[config.mk]
export PLATFORM = sky130hd
export DESIGN_NAME = vga_cell_sampler
export DESIGN_NICKNAME = d
export VERILOG_FILES = /design/src/rtl/vga_cell_sampler.sv
export SDC_FILE = /design/constraint.sdc
export NUM_CORES = 1
export LEC_CHECK = 0
export BUFFER_PORTS_ARGS = -buffer_cell sky130_fd_sc_hd__buf_2
export CORE_ASPECT_RATIO = 1.4
export CORE_UTILIZATION = 40
export DETAILED_ROUTE_END_ITERATION = 8
export GPL_ROUTABILITY_DRIVEN = 0
export SLEW_MARGIN = 10
export SYNTH_ARGS = -nofsm -noshare
export SYNTH_HDL_FRONTEND = slang
export SYNTH_SLANG_ARGS = --single-unit
[constraint.sdc]
create_clock -name clk -period 4.5 [get_ports clk]
set_input_delay 0.225 -clock clk [delete_from_list [all_inputs] [get_ports clk]]
set_output_delay 0.225 -clock clk [all_outputs]
set_load 0.005 [all_outputs]
[src/rtl/vga_cell_sampler.sv]
`default_nettype none
// +--------------------------------------------------------------------------+
// | vga_cell_sampler: recovers 640x480 timing from a TinyVGA bus and streams  |
// | one alive bit per 8x8 cell. Optional macro: VGA_SAMPLER_POPCOUNT_EN       |
// | Revision: 1.0                                                             |
// +--------------------------------------------------------------------------+
module vga_cell_sampler #(
  parameter int H_TOTAL      = 800,
  parameter int H_SYNC_START = 656,
  parameter int V_TOTAL      = 525,
  parameter int V_SYNC_START = 490,
  parameter int WIN_X0       = 128,
  parameter int WIN_Y0       = 160,
  parameter int COLS         = 48,
  parameter int ROWS         = 20,
  parameter int SAMPLE_OFS   = 3
) (
  input  logic        clk,
  input  logic        reset,
  input  logic [7:0]  vga_in,
  output logic        locked,
  output logic        sync_err,
  output logic        cell_valid,
  output logic [5:0]  cell_col,
  output logic [4:0]  cell_row,
  output logic        cell_alive,
  output logic        frame_done,
  output logic [10:0] alive_count
);

  localparam int HW = $clog2(H_TOTAL);
  localparam int VW = $clog2(V_TOTAL);

  localparam logic [HW-1:0] C_H_LAST  = HW'(H_TOTAL - 1);
  localparam logic [HW-1:0] C_H_SYNC  = HW'(H_SYNC_START);
  localparam logic [VW-1:0] C_V_LAST  = VW'(V_TOTAL - 1);
  localparam logic [VW-1:0] C_V_SYNC  = VW'(V_SYNC_START);
  localparam logic [HW-1:0] C_WIN_X0  = HW'(WIN_X0);
  localparam logic [VW-1:0] C_WIN_Y0  = VW'(WIN_Y0);
  localparam logic [HW-1:0] C_WIN_W   = HW'(8 * COLS);
  localparam logic [VW-1:0] C_WIN_H   = VW'(8 * ROWS);
  localparam logic [2:0]    C_OFS     = 3'(SAMPLE_OFS);
  localparam logic [5:0]    C_LAST_COL = 6'(COLS - 1);
  localparam logic [4:0]    C_LAST_ROW = 5'(ROWS - 1);

  localparam logic [1:0] S_HUNT   = 2'd0;
  localparam logic [1:0] S_LOCK_H = 2'd1;
  localparam logic [1:0] S_LOCK_V = 2'd2;
  localparam logic [1:0] S_LOCKED = 2'd3;

  logic          r_hs_q;
  logic          r_vs_q;
  logic [HW-1:0] r_h_cnt;
  logic [VW-1:0] r_v_cnt;
  logic [1:0]    r_state;
  logic [1:0]    w_next_state;

  logic          w_hfall;
  logic          w_vfall;
  logic [HW-1:0] w_h_cur;
  logic [VW-1:0] w_v_cur;
  logic          w_h_wrap;
  logic [HW-1:0] w_h_next;
  logic [VW-1:0] w_v_next;
  logic          w_h_at_sync;
  logic          w_lock_err;
  logic          w_sync_err;
  logic          w_sample;
  logic [HW-1:0] w_hx;
  logic [VW-1:0] w_vy;
  logic          w_last;
  logic          w_unused;

  // Colour bits other than R1 carry no information for the cell grid.
  assign w_unused = &{1'b0, vga_in[6:4], vga_in[2:1]};

  assign w_hfall = r_hs_q & ~vga_in[7];
  assign w_vfall = r_vs_q & ~vga_in[3];

  // Sync falls re-anchor the counters to the position of the current sample.
  assign w_h_cur  = w_hfall ? C_H_SYNC : r_h_cnt;
  assign w_v_cur  = w_vfall ? C_V_SYNC : r_v_cnt;
  assign w_h_wrap = (w_h_cur == C_H_LAST);
  assign w_h_next = w_h_wrap ? '0 : w_h_cur + HW'(1);
  assign w_v_next = !w_h_wrap ? w_v_cur :
                    (w_v_cur == C_V_LAST) ? '0 : w_v_cur + VW'(1);

  assign w_h_at_sync = (r_h_cnt == C_H_SYNC);
  assign w_lock_err  = (w_hfall && !w_h_at_sync) ||
                       (w_vfall && ((r_h_cnt != '0) || (r_v_cnt != C_V_SYNC)));

  always_ff @(posedge clk) begin
    if (reset) begin
      r_hs_q  <= 1'b1;
      r_vs_q  <= 1'b1;
      r_h_cnt <= '0;
      r_v_cnt <= '0;
    end else begin
      r_hs_q  <= vga_in[7];
      r_vs_q  <= vga_in[3];
      r_h_cnt <= w_h_next;
      r_v_cnt <= w_v_next;
    end
  end

  always_ff @(posedge clk) begin
    if (reset) begin
      r_state <= S_HUNT;
    end else begin
      r_state <= w_next_state;
    end
  end

  always_comb begin
    w_next_state = r_state;
    case (r_state)
      S_HUNT: begin
        if (w_hfall) w_next_state = S_LOCK_H;
      end
      S_LOCK_H: begin
        if (w_hfall) w_next_state = w_h_at_sync ? S_LOCK_V : S_HUNT;
      end
      S_LOCK_V: begin
        if (w_vfall) begin
          w_next_state = (w_h_cur == '0) ? S_LOCKED : S_HUNT;
        end else if (w_hfall && !w_h_at_sync) begin
          w_next_state = S_HUNT;
        end
      end
      S_LOCKED: begin
        if (w_lock_err) w_next_state = S_HUNT;
      end
      default: w_next_state = S_HUNT;
    endcase
  end

  // Out-of-window positions wrap to large unsigned offsets and fail the bound.
  assign w_hx = w_h_cur - C_WIN_X0;
  assign w_vy = w_v_cur - C_WIN_Y0;

  always_comb begin
    w_sync_err = 1'b0;
    w_sample   = 1'b0;
    if (r_state == S_LOCKED) begin
      w_sync_err = w_lock_err;
      w_sample   = !w_lock_err && (w_hx < C_WIN_W) && (w_vy < C_WIN_H) &&
                   (w_hx[2:0] == C_OFS) && (w_vy[2:0] == C_OFS);
    end
  end

  assign w_last = cell_valid && (cell_col == C_LAST_COL) && (cell_row == C_LAST_ROW);

  always_ff @(posedge clk) begin
    if (reset) begin
      locked     <= 1'b0;
      sync_err   <= 1'b0;
      cell_valid <= 1'b0;
      cell_col   <= '0;
      cell_row   <= '0;
      cell_alive <= 1'b0;
      frame_done <= 1'b0;
    end else begin
      locked     <= (w_next_state == S_LOCKED);
      sync_err   <= w_sync_err;
      cell_valid <= w_sample;
      frame_done <= w_last;
      if (w_sample) begin
        cell_col   <= 6'(w_hx >> 3);
        cell_row   <= 5'(w_vy >> 3);
        cell_alive <= vga_in[0];
      end
    end
  end

`ifdef VGA_SAMPLER_POPCOUNT_EN
  logic [10:0] r_pop;
  logic [10:0] w_pop_next;
  logic        w_first;

  // Cell (0,0) restarts the count, so a frame aborted by lock loss is dropped.
  assign w_first = (cell_col == '0) && (cell_row == '0);

  always_comb begin
    w_pop_next = r_pop;
    if (cell_valid) begin
      w_pop_next = (w_first ? 11'd0 : r_pop) + {10'd0, cell_alive};
    end
  end

  always_ff @(posedge clk) begin
    if (reset) begin
      r_pop       <= '0;
      alive_count <= '0;
    end else begin
      r_pop <= w_pop_next;
      if (w_last) alive_count <= w_pop_next;
    end
  end
`else
  assign alive_count = 11'd0;
`endif

endmodule
`default_nettype wire

==> results_dict.tcl <==
set metrics [dict create \
    drc 0 \
    synthFlopType "dfxtp_1" \
    grt_overflow 0 \
    chipWidth_um 64.7 \
    routed_wl_um 5060 \
    ys_ff_latch 40 \
    synth_xor_area_share_pct 5.97 \
    holdBufCountCts 0 \
    sw_frac_of_total_pct 26.8 \
    mostFrequentLayoutCells "dfxtp_1 (40), a21oi_1 (21), nor2_1 (20), buf_2 (20)" \
    pin_count 37 \
    p_switching_uw 206 \
    p_int_uw 564 \
    crit_path_end_kind "flop" \
    muxShareOfSynthArea_pct 0.512 \
    vias 1883 \
    synth_compound_area_share_pct 15.6 \
    power_uw 770 \
    register_area_um2 801 \
    finalClockSkew_ns 0.0109 \
    hold_viol_final 0 \
    drtIter0Drc 70 \
    final_nets 296 \
    syn_area_per_cell_um2 8.43 \
    viasPerCell 5.49 \
    fmax_mhz 317 \
    numCtsBuffers 5 \
    ir_worst_vdd_mv 0.127 \
    coreArea_um2 5240 \
    design_area_um2 2420 \
    synth.distinct_cells 46 \
    critical_path_arrival_ns 3.35 \
    placed_area_um2 2300 \
    final_common_cell "dfxtp_1" \
    antenna_found_initial 0 \
    status "complete, no violations" \
    setup-tns-final_ns 0 \
    p_seq_share_pct 49.6 \
    root_buffer "clkbuf_8" \
    start_util_pct 42.0 \
    relSlewSlack_pct 38.4 \
    area_growth_pct 9.84 \
    syn_area_um2 2200 \
    worstMarginPinSlew_ns 0.924 \
    fin_crit_sh_pct 70.0 \
    max-cap-violations 0 \
    antenna_left 0 \
    p_clk_share_pct 39.2 \
    diodes 0 \
    power.leakage_uw 0.000965 \
    path_clk_slew_ns 0.09 \
    die_area_um2 5800 \
    clock_path_buffers 2 \
    grt_usage_pct 18.7 \
    grt_pass1_vias 1789 \
    p_comb_share_pct 11.3 \
    cts_max_level 2 \
    cp-start-kind "flop" \
    die_height_um 89.7 \
    drive_above_1_share_pct 15.9 \
    n_fill_cell 546 \
    postCtsResizedCells 0 \
    cp.required_ns 4.70 \
    rsz0062_at_grt "no" \
    synth_cells 261 \
    cts.sinks 40 \
    grt_max_degree 24 \
    synth_top_family_by_area "simple AND/OR/NAND/NOR gates" \
    critical_path_class "flop to flop" \
    critPathMaxFanout 11 \
    drv_slew 0 \
    yosysWarnings 0 \
    dp_hpwl_um 3720 \
    clock_latency_ns 0.30 \
    rows 31 \
    synthAdderAreaFrac_pct 5.69 \
    fin_crit_ns 3.15 \
    drt-wirelength-per-cell_um 14.7 \
    multiInputGateArea_um2 1270 \
    min_path_type "input pin to flop" \
    finalSetupViolations 0 \
    async_flop_share_pct 0 \
    synth_edf_count 0 \
    utilization_pct 46.1 \
    cts_setup_buffers 0 \
    firstDrtPassIters 4 \
    yosys.area_share.simple_pct 27.7 \
    p_per_area_nw_per_um2 319 \
    cts_tree "yes" \
    seq_area_frac_synth_pct 36.4 \
    grt_first_pass_wirelength_um 8470 \
    io_buffers 20 \
]
==> area by class of cell <==
| type | count | area share (%) |
|---|---|---|
| multi-input cells | 197 | 52.5 |
| inverters | 11 | 1.71 |
| clock buffers | 5 | 2.85 |
| well taps | 66 | 3.42 |
| clock inverters | 3 | 1.97 |
| repair buffers | 21 | 4.45 |
| flip-flops and latches | 40 | 33.1 |
==> synth_stat cells, types with 2 or more instances <==
cell type | count | area [µm²]
xor2_1 | 8 | 70.1
a211oi_1 | 7 | 52.6
inv_1 | 11 | 41.3
nor3_1 | 13 | 65.1
a31oi_1 | 2 | 12.5
nand3_1 | 15 | 75.1
o21ai_0 | 11 | 55.1
nand2b_1 | 4 | 25.0
a21oi_1 | 21 | 105
and4_1 | 2 | 17.5
nor2_1 | 20 | 75.1
and4bb_2 | 2 | 25.0
and3_1 | 3 | 18.8
ha_1 | 10 | 125
or3_1 | 2 | 12.5
buf_2 | 4 | 20.0
nand2_1 | 15 | 56.3
or2_2 | 2 | 12.5
nand4_1 | 13 | 81.3
xnor2_1 | 7 | 61.3
o211a_1 | 2 | 20.0
nor2b_1 | 6 | 37.5
dfxtp_1 | 40 | 801
nor4_1 | 2 | 12.5
clkbuf_1 | 8 | 30.0
buf_4 | 11 | 82.6
==> power groups by stage <==
stage	clock network, µW	logic, µW	registers, µW
finish	302	86.8	382
global route	330	97.6	384
CTS	311	87.1	382
detailed placement	0	86.8	390
floorplan	0	76.6	383
global placement	0	85.6	390
==> worst max-delay path, cell delays in order (launching register included) <==
cell and delay (ns):
dfxtp_1 0.33, nor2b_1 0.65, nor2_1 0.22, ha_1 0.31, nor2b_1 0.14, or3_1 0.11
nand4_1 0.13, a2111o_1 0.58, or4_1 0.44, o211a_1 0.13
==> metal layers <==
layer  track usage, %  vias up  share of wire, %
li1                 -      938                 -
met1             21.0      900                42
met2             33.5       34                53
met3             3.55       11               2.7
met4             7.78        0               2.5
met5                0        -                 0
==> registers in the layout, summed over array words and instances (netlist names) <==
signal and cells:
r_h_cnt 10, cell_valid 1, cell_row 5, sync_err 1
cell_alive 1, r_v_cnt 10, frame_done 1, locked 1
r_vs_q 1, r_hs_q 1, cell_col 6, r_state 2
==> metrics by stage <==
step	instances	hold slack [ns]	setup slack (ns)
after detailed placement	335	0.438	1.32
after global routing	343	0.129	1.08
after CTS	343	0.122	1.33
after floorplan	271	0.291	2.00
final	343	0.124	1.35
after global placement	335	0.433	1.39
==> logic make-up (layout without fill, tap and decap cells) <==
family                     count (synthesis)  in the layout
AOI/OAI and AO/OA                         51             51
xor gates and xnor gates                  15             15
buffers and inverters                     34             40
DFF                                       40             40
muxes                                      1              1
and+or+nand+nor                          109            109
adders and majority gates                 10             10
other                                      1             11
==> worst paths after layout <==
check	from	to	slack (ns)	cells after the start
min reg2reg	cell_valid	frame_done	0.46	2
max	r_vs_q	cell_row[0]	1.35	9
max reg2reg	r_vs_q	cell_row[0]	1.35	9
min	vga_in[7]	r_hs_q	0.12	2
No activity file was read; power rests on OpenSTA's default activity.
